[src/rtl/usb_tx_sequencer.sv]
// -----------------------------------------------------------------------------
// usb_tx_sequencer
//
// Purpose:
//   Sequences the bytes of one USB packet towards a bit serialiser:
//   SYNC (0x80), PID, optional payload, optional CRC16 (two bytes,
//   inverted, low byte first), then hands off to the line driver for the
//   end-of-packet.  Handshake packets (ACK/NAK/STALL) carry only SYNC+PID.
//
// Configuration:
//   USB_TX_INT_CRC_EN  defined   : CRC16 (poly 0x8005, init 0xFFFF,
//                                  LSB-first) is computed inside this block
//                                  over the transferred payload bytes and
//                                  crc_in is ignored.
//                      undefined : CRC bytes come from the external
//                                  generator on crc_in.
//   crc_clear / crc_en are driven in both builds.
//
// Parameters:
//   MAX_PAYLOAD  largest legal payload byte count (1..1023)
//   SIZE_W       width of the size/count fields, 2**SIZE_W > MAX_PAYLOAD
//
// Ports:
//   clk                  system clock (single clock domain)
//   n_rst                asynchronous active-low reset
//   tx_start             one-cycle request, only looked at while idle
//   tx_packet            packet type: 1 DATA0, 2 DATA1, 3 ACK, 4 NAK, 5 STALL
//   tx_packet_data_size  payload byte count (data packets only)
//   tx_packet_data       payload byte from a first-word-fall-through source
//   get_tx_packet_data   pop strobe to the payload source
//   tx_abort             terminate the packet currently being sent
//   byte_out/byte_valid  byte offered to the serialiser
//   byte_ready           serialiser takes byte_out this cycle
//   crc_in               running CRC16 from an external generator
//   crc_clear/crc_en     external CRC generator controls
//   eop_req/eop_done     end-of-packet request / one-cycle completion pulse
//   busy                 a packet is in progress
//   tx_done/tx_error     one-cycle completion / error pulses
// -----------------------------------------------------------------------------
module usb_tx_sequencer #(
  parameter int MAX_PAYLOAD = 64,
  parameter int SIZE_W      = 7
) (
  input  logic              clk,
  input  logic              n_rst,
  input  logic              tx_start,
  input  logic [2:0]        tx_packet,
  input  logic [SIZE_W-1:0] tx_packet_data_size,
  input  logic [7:0]        tx_packet_data,
  output logic              get_tx_packet_data,
  input  logic              tx_abort,
  output logic [7:0]        byte_out,
  output logic              byte_valid,
  input  logic              byte_ready,
  input  logic [15:0]       crc_in,
  output logic              crc_clear,
  output logic              crc_en,
  output logic              eop_req,
  input  logic              eop_done,
  output logic              busy,
  output logic              tx_done,
  output logic              tx_error
);

  // ---------------------------------------------------------------------------
  // Constants
  // ---------------------------------------------------------------------------
  localparam logic [2:0] ST_IDLE   = 3'd0;
  localparam logic [2:0] ST_SYNC   = 3'd1;
  localparam logic [2:0] ST_PID    = 3'd2;
  localparam logic [2:0] ST_DATA   = 3'd3;
  localparam logic [2:0] ST_CRC_LO = 3'd4;
  localparam logic [2:0] ST_CRC_HI = 3'd5;
  localparam logic [2:0] ST_EOP    = 3'd6;

  localparam logic [2:0] PKT_DATA0 = 3'd1;
  localparam logic [2:0] PKT_DATA1 = 3'd2;
  localparam logic [2:0] PKT_ACK   = 3'd3;
  localparam logic [2:0] PKT_NAK   = 3'd4;
  localparam logic [2:0] PKT_STALL = 3'd5;

  localparam logic [7:0] SYNC_BYTE = 8'h80;

  // One extra bit so the comparison is safe for any legal parameter pair.
  localparam logic [SIZE_W:0] MAX_SIZE = (SIZE_W + 1)'(MAX_PAYLOAD);

  // ---------------------------------------------------------------------------
  // State
  // ---------------------------------------------------------------------------
  logic [2:0]        state_reg;
  logic [2:0]        state_next;
  logic [2:0]        type_reg;
  logic [SIZE_W-1:0] remain_reg;
  logic [15:0]       crc_hold_reg;
  logic              crc_held_reg;
  logic              tx_done_reg;
  logic              tx_error_reg;

  // ---------------------------------------------------------------------------
  // Request qualification (only meaningful while idle)
  // ---------------------------------------------------------------------------
  logic start_type_legal;
  logic start_is_data;
  logic start_size_legal;
  logic start_ok;
  logic start_bad;

  assign start_type_legal = (tx_packet >= PKT_DATA0) && (tx_packet <= PKT_STALL);
  assign start_is_data    = (tx_packet == PKT_DATA0) || (tx_packet == PKT_DATA1);
  assign start_size_legal = !start_is_data || ({1'b0, tx_packet_data_size} <= MAX_SIZE);

  assign start_ok  = (state_reg == ST_IDLE) && tx_start && start_type_legal && start_size_legal;
  assign start_bad = (state_reg == ST_IDLE) && tx_start && !(start_type_legal && start_size_legal);

  // ---------------------------------------------------------------------------
  // Byte handshake
  // ---------------------------------------------------------------------------
  logic in_byte_state;
  logic abort_hit;
  logic xfer;
  logic is_data_type;
  logic last_byte;

  assign in_byte_state = (state_reg == ST_SYNC) || (state_reg == ST_PID) ||
                         (state_reg == ST_DATA) || (state_reg == ST_CRC_LO) ||
                         (state_reg == ST_CRC_HI);

  // An abort withdraws the byte in the same cycle, so an abort can never
  // coincide with a transfer (and therefore never with a pop).
  assign abort_hit = in_byte_state && tx_abort;
  assign xfer      = in_byte_state && !tx_abort && byte_ready;

  assign is_data_type = (type_reg == PKT_DATA0) || (type_reg == PKT_DATA1);
  assign last_byte    = (remain_reg == SIZE_W'(1));

  // ---------------------------------------------------------------------------
  // CRC source
  // ---------------------------------------------------------------------------
  logic [15:0] crc_src;

`ifdef USB_TX_INT_CRC_EN
  logic [15:0] crc_int_reg;
  logic        unused_crc_in;

  // Reflected form of poly 0x8005 (0xA001), one payload byte LSB-first.
  function automatic logic [15:0] crc16_byte(input logic [15:0] crc_cur,
                                             input logic [7:0]  data);
    logic [15:0] c;
    c = crc_cur;
    for (int i = 0; i < 8; i++) begin
      if (c[0] ^ data[i]) begin
        c = (c >> 1) ^ 16'hA001;
      end else begin
        c = c >> 1;
      end
    end
    return c;
  endfunction

  always_ff @(posedge clk or negedge n_rst) begin
    if (!n_rst) begin
      crc_int_reg <= 16'hFFFF;
    end else if (crc_clear) begin
      crc_int_reg <= 16'hFFFF;
    end else if (crc_en) begin
      crc_int_reg <= crc16_byte(crc_int_reg, tx_packet_data);
    end
  end

  assign crc_src       = crc_int_reg;
  assign unused_crc_in = ^crc_in;
`else
  assign crc_src = crc_in;
`endif

  // The external generator folds in the last payload byte on the clock edge
  // that enters CRC_LO, so the final CRC is only visible during the first
  // CRC_LO cycle.  It is shown straight through in that cycle and held in
  // crc_hold_reg from then on, keeping byte_out stable through stalls.
  logic [15:0] crc_final;
  assign crc_final = ((state_reg == ST_CRC_LO) && !crc_held_reg) ? crc_src : crc_hold_reg;

  // ---------------------------------------------------------------------------
  // Next-state logic
  // ---------------------------------------------------------------------------
  always_comb begin
    state_next = state_reg;
    case (state_reg)
      ST_IDLE: begin
        if (start_ok) begin
          state_next = ST_SYNC;
        end
      end
      ST_SYNC: begin
        if (abort_hit) begin
          state_next = ST_EOP;
        end else if (xfer) begin
          state_next = ST_PID;
        end
      end
      ST_PID: begin
        if (abort_hit) begin
          state_next = ST_EOP;
        end else if (xfer) begin
          if (!is_data_type) begin
            state_next = ST_EOP;
          end else if (remain_reg != '0) begin
            state_next = ST_DATA;
          end else begin
            state_next = ST_CRC_LO;
          end
        end
      end
      ST_DATA: begin
        if (abort_hit) begin
          state_next = ST_EOP;
        end else if (xfer && last_byte) begin
          state_next = ST_CRC_LO;
        end
      end
      ST_CRC_LO: begin
        if (abort_hit) begin
          state_next = ST_EOP;
        end else if (xfer) begin
          state_next = ST_CRC_HI;
        end
      end
      ST_CRC_HI: begin
        if (abort_hit) begin
          state_next = ST_EOP;
        end else if (xfer) begin
          state_next = ST_EOP;
        end
      end
      ST_EOP: begin
        if (eop_done) begin
          state_next = ST_IDLE;
        end
      end
      default: begin
        state_next = ST_IDLE;
      end
    endcase
  end

  // ---------------------------------------------------------------------------
  // Sequential state
  // ---------------------------------------------------------------------------
  always_ff @(posedge clk or negedge n_rst) begin
    if (!n_rst) begin
      state_reg    <= ST_IDLE;
      type_reg     <= 3'd0;
      remain_reg   <= '0;
      crc_hold_reg <= 16'h0000;
      crc_held_reg <= 1'b0;
      tx_done_reg  <= 1'b0;
      tx_error_reg <= 1'b0;
    end else begin
      state_reg    <= state_next;
      tx_done_reg  <= (state_reg == ST_EOP) && eop_done;
      tx_error_reg <= start_bad || abort_hit;

      // Handshake packets ignore the size field, so they latch zero.
      if (start_ok) begin
        type_reg   <= tx_packet;
        remain_reg <= start_is_data ? tx_packet_data_size : '0;
      end else if ((state_reg == ST_DATA) && xfer) begin
        remain_reg <= remain_reg - SIZE_W'(1);
      end

      if (state_reg != ST_CRC_LO) begin
        crc_held_reg <= 1'b0;
      end else if (!crc_held_reg) begin
        crc_hold_reg <= crc_src;
        crc_held_reg <= 1'b1;
      end
    end
  end

  // ---------------------------------------------------------------------------
  // Byte multiplexer
  // ---------------------------------------------------------------------------
  logic [7:0] pid_byte;

  always_comb begin
    pid_byte = 8'h00;
    case (type_reg)
      PKT_DATA0: pid_byte = 8'hC3;
      PKT_DATA1: pid_byte = 8'h4B;
      PKT_ACK:   pid_byte = 8'hD2;
      PKT_NAK:   pid_byte = 8'h5A;
      PKT_STALL: pid_byte = 8'h1E;
      default:   pid_byte = 8'h00;
    endcase
  end

  always_comb begin
    byte_out = 8'h00;
    case (state_reg)
      ST_SYNC:   byte_out = SYNC_BYTE;
      ST_PID:    byte_out = pid_byte;
      ST_DATA:   byte_out = tx_packet_data;
      ST_CRC_LO: byte_out = ~crc_final[7:0];
      ST_CRC_HI: byte_out = ~crc_final[15:8];
      default:   byte_out = 8'h00;
    endcase
  end

  // ---------------------------------------------------------------------------
  // Outputs
  // ---------------------------------------------------------------------------
  assign byte_valid         = in_byte_state && !tx_abort;
  assign get_tx_packet_data = (state_reg == ST_DATA) && xfer;
  assign crc_en             = (state_reg == ST_DATA) && xfer;
  assign crc_clear          = start_ok;
  assign eop_req            = (state_reg == ST_EOP);
  assign busy               = (state_reg != ST_IDLE);
  assign tx_done            = tx_done_reg;
  assign tx_error           = tx_error_reg;

endmodule

[config.mk]
export PLATFORM = sky130hd
export DESIGN_NAME = usb_tx_sequencer
export DESIGN_NICKNAME = d
export VERILOG_FILES = /design/src/rtl/usb_tx_sequencer.sv
export SDC_FILE = /design/constraint.sdc
export NUM_CORES = 1
export LEC_CHECK = 0
export ABC_AREA = 1
export BUFFER_PORTS_ARGS = -buffer_cell sky130_fd_sc_hd__buf_2
export CORE_MARGIN = 4
export CORE_UTILIZATION = 48
export DETAILED_ROUTE_END_ITERATION = 10
export PLACE_DENSITY = 0.76
export SYNTH_ARGS = -nofsm -noshare
export SYNTH_HDL_FRONTEND = slang
export SYNTH_SLANG_ARGS = --single-unit
export TNS_END_PERCENT = 5
[constraint.sdc]
create_clock -name clk -period 1.63 [get_ports clk]
set_clock_uncertainty 0.05 [all_clocks]
set_input_delay 0.2445 -clock clk [delete_from_list [all_inputs] [get_ports clk]]
set_output_delay 0.2445 -clock clk [all_outputs]
set_load 0.02 [all_outputs]
==> run_results.csv, run 1 <==
group,metric,value,unit
status,violations,"negative setup slack",
timing,setup_viol,12,
logic_synthesis,yosysUniqueCellTypes,28,
global_routing,track_usage,0.227,
global_routing,grt-ovfl-total,0,
pwr,power.total,5530,µW
logic_synthesis,netlist_top_cells_count,"86 x nand2_1, 48 x inv_1, 32 x dfrtp_1",
clock_tree,numCtsBuffers,5,
logic_synthesis,synth_area_leaders,"dfrtp_1 36%, nand2_1 15%, inv_1 8.2%",
die,num_io_pins,56,
logic_synthesis,synth_nets,356,
logic_synthesis,ys_async_sr_fraction,1.00,
place,hpwl,4.60,mm
logic_synthesis,synth-main-ff-cell,"dfrtp_1",
place,port_buffers,55,
worst_setup_path,slowest_stage,"dfrtp_2",
logic_synthesis,yosysMostFrequentCell,"nand2_1",
die,die_w,75.6,µm
drt,route.detailed.drc,0,
worst_setup_path,path_cells,"buf_4 -> nor3_2 -> buf_4 -> o211ai_1 -> nand2_1 -> nor2_1 -> nor2_2 -> buf_4",
layout,area_growth_syn_to_layout,40.7,%
worst_setup_path,path_common_cell,"buf_4",
die,core,0.00438,mm²
worst_setup_path,endpoint_kind,"primary output",
worst_hold_path,hold_path.class,"primary input to register",
logic_synthesis,synthCells,310,
clock_tree,cts_tree,"done",
timing,rsz0062_at_grt,"yes",
timing,hold_ws,141,ps
clock_tree,htree_levels,2,
clock_tree,clk_pin_slew_worst_paths,60,ps
drt,wl_per_cell,12.9,µm
die,start_util,0.501,
logic_synthesis,synth_top_cell_by_area,"dfrtp_1",
worst_setup_path,worstPathRequired,1340,ps
drt,wl,5.99,mm
timing,drv_slew,0,
clock_tree,clkSinkCount,32,
die,die_h,75.6,µm
place,gp_congestion,0.877,
status,status,"finished with violations",
drt,viasPerCell,5.08,
pwr,ir_drop,1.25,mV
timing,period_share,1.25,
layout,antenna_cells,0,
global_routing,grt_pass1_wl,9.72,mm
worst_setup_path,cp.arrival,1750,ps
drt,drt_iter0_markers,125,
worst_setup_path,cpPeakStageDelay,450,ps
logic_synthesis,yosys_warnings,0,
layout,nets,458,
global_routing,antenna_found_initial,0,
pwr,p_per_area,1790,mW/mm²
clock_tree,worstSkewPairLatency,290,ps
layout,drive_gt1_frac,0.347,
die,dieArea,0.00572,mm²
drt,vias,2356,
logic_synthesis,synth_area,0.00220,mm²
run,max_cap_violations,0,
timing,max_freq,490,MHz
timing,relSlewSlack,0.733,
worst_setup_path,startpoint_type,"register",
pwr,p_leak,0.00172,µW
timing,finalHoldViolations,0,
logic_synthesis,synth_edf_count,0,
timing,setup_ws,-413,ps
timing,finalSetupTns,-3740,ps
logic_synthesis,synth_top_area_frac,0.365,
clock_tree,cts-root-buf,"clkbuf_8",
logic_synthesis,synth_seq_area_share,0.365,
logic_synthesis,avgSynthCellArea,7.08,µm²
logic_synthesis,ys_ff_latch,32,
timing,fin_crit,2040,ps
worst_setup_path,cp_max_fo,8,
layout,largest_register_ffs,16,
drt,detail-route-antenna-nets,0,
drt,first_pass_iters,4,
worst_setup_path,criticalPathCategory,"register to primary output",
global_routing,grt_start_max_net_pins,23,
clock_tree,clockBufferDepth,2,
timing,tightest_slew,401,ps
die,rows,24,
global_routing,grt_pass1_vias,2222,
[cell usage in the layout (no fill, tap or decap), types with 2 or more instances in the layout]
cell and n:
o21ai_0 21, a31oi_1 2, o21ai_2 2, o211ai_1 16, nor2_1 17, nor2_4 5, buf_4 43, inv_1 45
buf_12 2, nor2_2 6, o21ai_1 8, xor2_1 2, buf_2 45, dfrtp_2 2, ha_1 6, nand2_4 3
nor3_1 4, buf_6 10, clkbuf_8 7, dfrtp_1 30, nand3_1 25, inv_2 5, nand2_2 6, a22oi_1 2
nand2_1 81, a21oi_1 7
[worst max-delay path, delay by kind of cell, from the launching register on]
kind,cells,cell delay (ps)
AOI/OAI and AO/OA,1,110
buffers and inverters,3,500
DFF,1,450
and+or+nand+nor,4,410
[cells by family (layout without fill, tap and decap cells)]
logic type,count (synthesis),after routing,share of synthesized area
xor+xnor,3,3,0.0120
simple gates,152,153,0.319
buf+inv,58,159,0.112
flops,32,32,0.365
fa+ha+maj,6,6,0.0342
compound gates,59,59,0.158
[report_power, final]
group          switching [µW]  internal, µW  total (µW)
Combinational            1980          1500        3480
Sequential                214          1160        1380
Clock                     295           376         670
[stage by stage]
step / utilization / worst slack [ps] / std cells / cell area [µm²]
after floorplan: - / -76.2 / 310 / 2200
after global placement: 0.642 / -105 / 450 / 2820
after detailed placement: 0.642 / -190 / 450 / 2820
after CTS: 0.690 / -399 / 463 / 3020
after global routing: 0.705 / -497 / 464 / 3090
final: 0.705 / -413 / 464 / 3090
[layout make-up]
cell class	instances	area (µm²)
inverters	51	194
repair buffers	101	711
clock buffers	7	96.3
multi-input cells	221	1220
fillers	365	1290
well taps	52	65.1
flip-flops and latches	32	803
[worst paths after layout]
kind                                 start          endpoint  slack, ps  cells after the start
max reg2reg                   state_reg[1]       type_reg[1]         40                      9
min reg2reg                crc_hold_reg[4]   crc_hold_reg[4]        430                      2
max in group asynchronous            n_rst  crc_hold_reg[14]        750                      3
min                               eop_done           tx_done        140                      3
max                           state_reg[1]       byte_out[4]       -410                      8
min in group asynchronous            n_rst       type_reg[0]        360                      2
[routing by layer]
layer / track usage / wire length (µm)
met1: 0.280 / 2590
met4: 0.0816 / 119
met5: 0 / 0
met2: 0.386 / 2900
met3: 0.0528 / 384
[what timing repair did]
| item | 4_1_cts | 5_1_grt |
|---|---|---|
| pin swaps | 8 | 8 |
| setup endpoints to repair | 18 | 27 |
| gates resized for setup | 24 | 23 |
| hold buffers | 1 | 0 |
| cloned | 0 | 1 |
| setup buffers | 5 | 0 |
| endpoints found under the hold margin | 15 | 0 |
Power figures use the tool's default switching activity.
==> inputs of run 2 (changes only) <==
--- a/config.mk
+++ b/config.mk
@@ -9,6 +9,7 @@
 export BUFFER_PORTS_ARGS = -buffer_cell sky130_fd_sc_hd__buf_2
 export CORE_MARGIN = 4
 export CORE_UTILIZATION = 48
+export CTS_BUF_LIST = sky130_fd_sc_hd__clkbuf_16
 export DETAILED_ROUTE_END_ITERATION = 10
 export PLACE_DENSITY = 0.76
 export SYNTH_ARGS = -nofsm -noshare
==> run 2 against run 1 <==
  * The run still ends with negative setup slack left
  * Sequential power about the same
  * Power up 2.3%
  * Worst hold slack better by 7.9 ps
  * Critical path depth unchanged
  * Largest cell class unchanged
==> run_results.csv, run 2 (synthesized netlist as in run 1, its figures left out) <==
group,metric,value,unit
worst_setup_path,criticalPathCategory,"register to primary output",
global_routing,globalRouteMet2Util,0.389,
place,port_buffers,55,
timing,setup_viol,12,
die,die_h,75.6,µm
global_routing,grt_pass1_wl,9.58,mm
drt,drt_iter0_markers,114,
worst_setup_path,endpoint_kind,"primary output",
clock_tree,numCtsBuffers,5,
timing,finalSetupTns,-3360,ps
drt,first_pass_iters,4,
worst_setup_path,cp_max_fo,8,
clock_tree,worstSkewPairLatency,280,ps
drt,wl,5.89,mm
die,start_util,0.501,
run,max_cap_violations,0,
clock_tree,clockBufferDepth,2,
worst_setup_path,path_cells,"buf_4 -> nor3_2 -> buf_4 -> o211ai_1 -> nand2_1 -> nor2_2 -> nor2_2 -> buf_6",
place,placed_cells,450,
pwr,p_switching,2480,µW
die,dieArea,0.00572,mm²
worst_setup_path,slowest_stage,"dfrtp_2",
drt,detail-route-antenna-nets,0,
global_routing,grt_pass1_vias,2186,
layout,antenna_cells,0,
place,gp_congestion,0.877,
global_routing,gr-usage-met3,0.0594,
die,num_io_pins,56,
die,die_w,75.6,µm
pwr,p_per_area,1830,mW/mm²
status,status,"finished with violations",
clock_tree,clkSinkCount,32,
pwr,comb_power_share,0.605,
worst_setup_path,cp.arrival,1730,ps
global_routing,track_usage,0.223,
layout,nets,457,
drt,vias,2335,
drt,wl_per_cell,12.7,µm
clock_tree,htree_levels,2,
layout,final_cell_mix,"82 x nand2_1, 47 x buf_2, 45 x inv_1",
worst_setup_path,startpoint_type,"register",
die,rows,24,
global_routing,grt-ovfl-total,0,
worst_hold_path,hold_path.class,"primary input to register",
timing,hold_ws,149,ps
global_routing,grt_start_max_net_pins,23,
timing,period_share,1.24,
timing,drv_slew,0,
status,violations,"negative setup slack",
layout,area_growth_syn_to_layout,40.9,%
timing,relSlewSlack,0.727,
layout,final_cell_count_no_fill,463,
pwr,power.total,5650,µW
layout,largest_register_ffs,16,
timing,tightest_slew,410,ps
worst_setup_path,cpPeakStageDelay,450,ps
timing,finalHoldViolations,0,
drt,route.detailed.drc,0,
layout,fillers,369,
clock_tree,clk_pin_slew_worst_paths,50,ps
place,hpwl,4.60,mm
timing,fin_crit,2020,ps
worst_setup_path,worstPathRequired,1340,ps
pwr,clock_power_share,0.151,
clock_tree,cts-root-buf,"clkbuf_16",
layout,layout_commonest_cell,"nand2_1",
global_routing,use_met1,0.270,
global_routing,antenna_found_initial,0,
worst_setup_path,rrSetupSlack,30,ps
pwr,p_leak,0.00173,µW
timing,max_freq,494,MHz
die,core,0.00438,mm²
drt,viasPerCell,5.04,
layout,drive_gt1_frac,0.341,
pwr,ir_drop,1.13,mV
global_routing,top_usage_layer,"met2",
timing,rsz0062_at_grt,"yes",
pwr,p_seq_frac,0.243,
clock_tree,cts_tree,"done",
layout,final_core_util,0.706,
timing,setup_ws,-394,ps
pwr,p_int,3180,µW
pwr,p_sw_frac,0.438,
==> run 2: cell types whose count changed in the layout (fill, tap and decap cells not counted), moves of 2 or more <==
cell,change
buf_6,-3
nor2_2,+2
clkinv_1,+2
clkbuf_16,+5
buf_2,+2
clkbuf_8,-7
==> run 2: what timing repair did <==
item                                    4_1_cts  5_1_grt
endpoints found under the hold margin        15        0
resized for setup                            19       23
hold buffers                                  1        0
pin swaps                                     4        7
endpoints found under the setup margin       17       27
gates cloned                                  0        1
buffers inserted                              3        1
==> run 2: area by class of cell <==
type,instances,area (µm²),area share
clock buffer,5,125,0.0404
clock inverter,2,7.51,0.00243
multi-input combinational,220,1200,0.389
inverter,51,194,0.0627
sequential,32,803,0.260
tap,52,65.1,0.0210
timing repair buffer,101,694,0.224
==> run 2: worst paths after layout <==
| path | to | startpoint | cells past startpoint |
|---|---|---|---|
| max reg2reg | type_reg[2] | state_reg[1] | 9 |
| min | crc_hold_reg[4] | crc_in[4] | 3 |
| min in group asynchronous | type_reg[0] | n_rst | 2 |
| max in group asynchronous | crc_hold_reg[13] | n_rst | 3 |
| min reg2reg | crc_hold_reg[4] | crc_hold_reg[4] | 2 |
| max | byte_out[4] | state_reg[1] | 8 |
==> run 2: per-stage QoR <==
| step | cell area (µm²) | worst slack, ps |
|---|---|---|
| CTS | 3030 | -386 |
| detailed placement | 2820 | -190 |
| global route | 3090 | -460 |
| floorplan | 2200 | -76.2 |
| global placement | 2820 | -105 |
| finish | 3090 | -394 |
==> run 2: metal layers <==
layer	vias up	part of all wire	wire length, µm
met3	8	0.068	400
met1	1055	0.42	2480
met5	-	0	0
met4	0	0.014	83
met2	70	0.50	2920
li1	1202	-	-
==> run 2: critical path, delay by kind of cell (launching register included) <==
| kind | cells | cell delay [ps] |
|---|---|---|
| flops | 1 | 450 |
| simple gates | 4 | 400 |
| compound gates | 1 | 120 |
| buf+inv | 3 | 480 |
==> run 2: power by group through the flow <==
stage | Sequential, µW | Combinational (µW) | Clock, µW
finish | 1370 | 3420 | 857
global route | 1400 | 3830 | 913
CTS | 1370 | 3300 | 876
detailed placement | 1380 | 3110 | 0
global placement | 1360 | 3040 | 0
floorplan | 1360 | 1980 | 0
